<file path="src/rtl/dmux1t8_32_buf.sv">
// dmux1t8_32_buf: registered 1-to-8 demultiplexer for WIDTH-bit words.
// An incoming word is steered into one of eight holding registers. The target
// is the explicit select `s` or, when `seq` is set, the round-robin pointer
// `ptr`. Each holding register has a valid flag that the consumer clears with
// its per-channel acknowledge.
//
// Handshake: a word transfers on a rising edge where i_valid && i_ready.
// i_ready depends only on the current target's valid flag and its ack:
// i_ready = ~o_valid[t] | o_ack[t]. The producer holds i, s and seq stable
// while i_valid is high and i_ready is low. i_valid never feeds i_ready.
// A consumer ack in the same edge as a write to that channel loses to the
// write, so the channel stays valid and holds the new word.
//
// The block has no FSM. All sequencing state is visible on the ports:
// `ptr` carries the pointer and `o_valid` carries the occupancy flags.
module dmux1t8_32_buf #(
    parameter int WIDTH = 32
) (
    input  logic             clk,
    input  logic             rst,
    input  logic [WIDTH-1:0] i,
    input  logic [2:0]       s,
    input  logic             seq,
    input  logic             i_valid,
    output logic             i_ready,
    output logic [WIDTH-1:0] o0,
    output logic [WIDTH-1:0] o1,
    output logic [WIDTH-1:0] o2,
    output logic [WIDTH-1:0] o3,
    output logic [WIDTH-1:0] o4,
    output logic [WIDTH-1:0] o5,
    output logic [WIDTH-1:0] o6,
    output logic [WIDTH-1:0] o7,
    output logic [7:0]       o_valid,
    input  logic [7:0]       o_ack,
    output logic [2:0]       ptr,
    output logic             all_full
);

    logic [WIDTH-1:0] data_q [8];
    logic [2:0]       tgt;
    logic             accept;
    logic [7:0]       wr_mask;

    // Pick the target channel, decide readiness and build a one-hot write mask.
    always_comb begin
        tgt     = seq ? ptr : s;
        i_ready = ~o_valid[tgt] | o_ack[tgt];
        accept  = i_valid & i_ready;
        wr_mask = accept ? (8'd1 << tgt) : 8'd0;
    end

    // Holding registers: a register is loaded only when written. An ack does not clear it.
    always_ff @(posedge clk or posedge rst) begin
        if (rst) begin
            for (int n = 0; n < 8; n++) data_q[n] <= '0;
        end else begin
            for (int n = 0; n < 8; n++) begin
                if (wr_mask[n]) data_q[n] <= i;
            end
        end
    end

    // Valid flags: an ack clears its flag and a write sets it. The write wins on a collision.
    always_ff @(posedge clk or posedge rst) begin
        if (rst) o_valid <= 8'h00;
        else     o_valid <= (o_valid & ~o_ack) | wr_mask;
    end

    // Round-robin pointer: it advances only on accepts made in sequential mode.
    always_ff @(posedge clk or posedge rst) begin
        if (rst)                ptr <= 3'd0;
        else if (accept && seq) ptr <= ptr + 3'd1;
    end

    assign all_full = &o_valid;
    assign o0 = data_q[0];
    assign o1 = data_q[1];
    assign o2 = data_q[2];
    assign o3 = data_q[3];
    assign o4 = data_q[4];
    assign o5 = data_q[5];
    assign o6 = data_q[6];
    assign o7 = data_q[7];

endmodule

</file>
<file path="config.mk">
export PLATFORM = sky130hd
export DESIGN_NAME = dmux1t8_32_buf
export DESIGN_NICKNAME = d
export VERILOG_FILES = /design/src/rtl/dmux1t8_32_buf.sv
export SDC_FILE = /design/constraint.sdc
export NUM_CORES = 1
export LEC_CHECK = 0
export BUFFER_PORTS_ARGS = -buffer_cell sky130_fd_sc_hd__buf_2
export CAP_MARGIN = 25
export CORE_UTILIZATION = 30
export DETAILED_ROUTE_END_ITERATION = 10
export SLEW_MARGIN = 20
export SYNTH_ARGS = -nofsm -noshare
export SYNTH_HDL_FRONTEND = slang
export SYNTH_SLANG_ARGS = --single-unit
</file>
<file path="constraint.sdc">
create_clock -name clk -period 10.9 [get_ports clk]
set_input_delay 0 -clock clk [delete_from_list [all_inputs] [get_ports clk]]
set_output_delay 0 -clock clk [all_outputs]
set_load 0.01 [all_outputs]
</file>
==> results_dict.tcl <==
set metrics [dict create \
    design.portCount 316 \
    power_density_mw_per_mm2 308 \
    rows 70 \
    ys_async_sr_fraction_pct 100 \
    synth-edff-count 0 \
    clock_sink_count 267 \
    outcome "completed" \
    synth_ff_type "dfrtp_1" \
    max_freq_ghz 0.298 \
    num-nets-final 1045 \
    postSynthCellCount 632 \
    drt_iter0_markers 219 \
    synth_largest_area_cell "dfrtp_1" \
    setup_total_negative_slack_ps 0 \
    synth.yosys.warnings 0 \
    final.period_utilization_pct 30.8 \
    grt_pass1_vias 7280 \
    grt_setup_unrepaired "false" \
    finish.instance_area_mm2 0.0144 \
    detail_route.wirelength_mm 30.0 \
    setup_viol_count_final 0 \
    yosys_register_bits 267 \
    max_cap_viol_count 0 \
    core-area_mm2 0.0367 \
    syn-mean-instance-area_um2 17.7 \
    synth.distinct_cells 34 \
    avgViaCountPerCell 4.52 \
    synth_nets 680 \
    path_max_fanout 18 \
    critical_path_class "flop to flop" \
    cts-htree-levels 1 \
    reg2reg_end "o2[29]" \
    finish.utilization_pct 39.4 \
    fin_max_slew_vios 0 \
    clkTransAtPathRegs_ps 60 \
    placer_congestion_estimate 0.806 \
    global_route.usage.total_pct 15.7 \
    grt_pass1_wl_mm 46.1 \
    part_of_the_yosys_area_used_for_sequential_elements_pct 59.7 \
    portBuffers 315 \
    grt_start_max_net_pins 123 \
    area_growth_pct 29.0 \
    worst-slew-pin-transition_ps 910 \
    vdd_ir_drop_max_v 0.000147 \
    route.detailed.wl_per_inst_um 20.2 \
    r2r_setup_slack_ps 7540 \
    fp.dieW_um 195 \
    hold-worst-slack_ps 141 \
    synth_area_leaders "dfrtp_1, mux2_4, mux2_1" \
    dr_total_vias 6728 \
    worst_skew_pair_later_pin_latency_ps 560 \
    worst_r2r_path_depth 6 \
    regToRegStartpoint "ptr[0]" \
    antenna_cells 0 \
    synth_top_cell_area_share_pct 59.7 \
    detail-route-antenna-nets 0 \
    post_cts.repair.setup_buffers 0 \
    number_of_antenna_violations_at_the_first_check_in_global_routing 0 \
    p_leak_nw 7.12 \
    max_slew_margin_pct 39.3 \
    fillCellCount 3451 \
    tritoncts_clock_tree "done" \
    post-layout-total-power_w 0.00445 \
    critical_path_arrival_ps 3800 \
    timing.critical_path.required_ps 11340 \
    post-route-min-period_ps 3360 \
    worst_setup_path_end_kind "flop" \
    post-route-drc-count 0 \
    post_route_cells_drive_above_1_share_pct 59.3 \
    cts-buffers-inserted 30 \
    post_synth_instance_area_mm2 0.0112 \
    overflow 0 \
    die_area_mm2 0.0381 \
    die_height_um 195 \
    timing.clock.skew_ps 28.3 \
    cts_buffer_depth 3 \
    drt_first_pass_iters 4 \
    fin_hold_viols 0 \
    start_util_pct 30.5 \
    hold_class "input port to async pin" \
    hpwlAfterDp_mm 19.5 \
    clockRootBuffer "clkbuf_16" \
    crit_path_start_kind "flop" \
    instance_area_after_placement_mm2 0.0130 \
]
## kinds of logic after synthesis
kind of cell | Yosys count | share of synthesized area (%)
fa+ha+maj | 1 | 0.112
flops | 267 | 59.7
buf+inv | 47 | 4.66
xor+xnor | 2 | 0.156
compound gates | 21 | 1.49
mux | 263 | 32.4
simple gates | 31 | 1.50
## sequential cells by signal (all words and copies together) (netlist names)
name	flops
o0	32
o1	32
o2	32
o3	32
o4	32
o5	32
o6	32
o7	32
o_valid	8
ptr	3
## power breakdown
part           internal, W  switching, W
Sequential         0.00148      0.000285
Clock             0.000613      0.000410
Combinational     0.000921      0.000741
## metal layers
metal | share of wire (%) | GRT usage [%] | vias to the layer above | routed length [µm]
li1 | - | - | 2964 | -
met1 | 44 | 20.4 | 3483 | 13200
met2 | 47 | 25.7 | 238 | 14200
met3 | 6.6 | 4.25 | 43 | 1970
met4 | 2.1 | 4.05 | 0 | 643
met5 | 0 | 0 | - | 0
## worst max-delay path by stage
stage / startpoint / end / slack [ps] / depth (start not counted)
floorplan: rst / o0[0] / 3550 / 1
global route: ptr[0] / o2[30] / 7300 / 6
detailed placement: ptr[0] / o2[30] / 7570 / 6
CTS: ptr[0] / o4[12] / 7570 / 6
finish: ptr[0] / o2[29] / 7540 / 6
global placement: ptr[0] / o3[31] / 7670 / 6
## through the flow
stage,cells,setup slack [ps]
detailed placement,1390,7570
global placement,1389,7670
CTS,1489,7570
global route,1489,7300
finish,1489,7540
floorplan,632,3550
## layout by cell type (no fill, tap or decap), types with 5 or more instances in the layout
cell type and count:
nand2_1 5, mux2_2 42, a21o_1 8, buf_2 315
mux2_1 42, and2_2 7, clkbuf_8 7, mux2_4 173
nor2_1 5, dlygate4sd3_1 43, inv_1 11, dfrtp_1 267
buf_4 9, clkbuf_16 31, clkinv_2 9
## critical path, stage by stage (launching register included)
cell and delay, ps:
dfrtp_1 510, mux2i_1 370, mux4_2 570, a31oi_1 290
and2_2 620, buf_4 490, mux2_2 380
## area by class of cell
type	count	area, µm²	area share (%)
Inverter	12	52.6	0.364
Sequential cell	267	6680	46.3
Timing Repair Buffer	368	2100	14.6
Tap cell	468	586	4.05
Clock buffer	42	887	6.14
Multi-Input combinational cell	318	4000	27.7
Clock inverter	14	129	0.892
## cells in the mapped netlist, types with 3 or more instances
master and number:
nor2_1 5, nand2_1 5, dfrtp_1 267, inv_1 12
nand4_1 3, buf_12 12, mux2i_1 4, mux2_4 173
mux2_1 42, a21o_1 8, and2_1 10, buf_6 19
nand3_1 4, buf_2 3, mux2_2 42
## timing repair
item                      in CTS  in global routing
resized for setup              0                  0
hold buffers                  43                  0
hold endpoints to repair     387                  0
(Power assumes the default switching activity.)
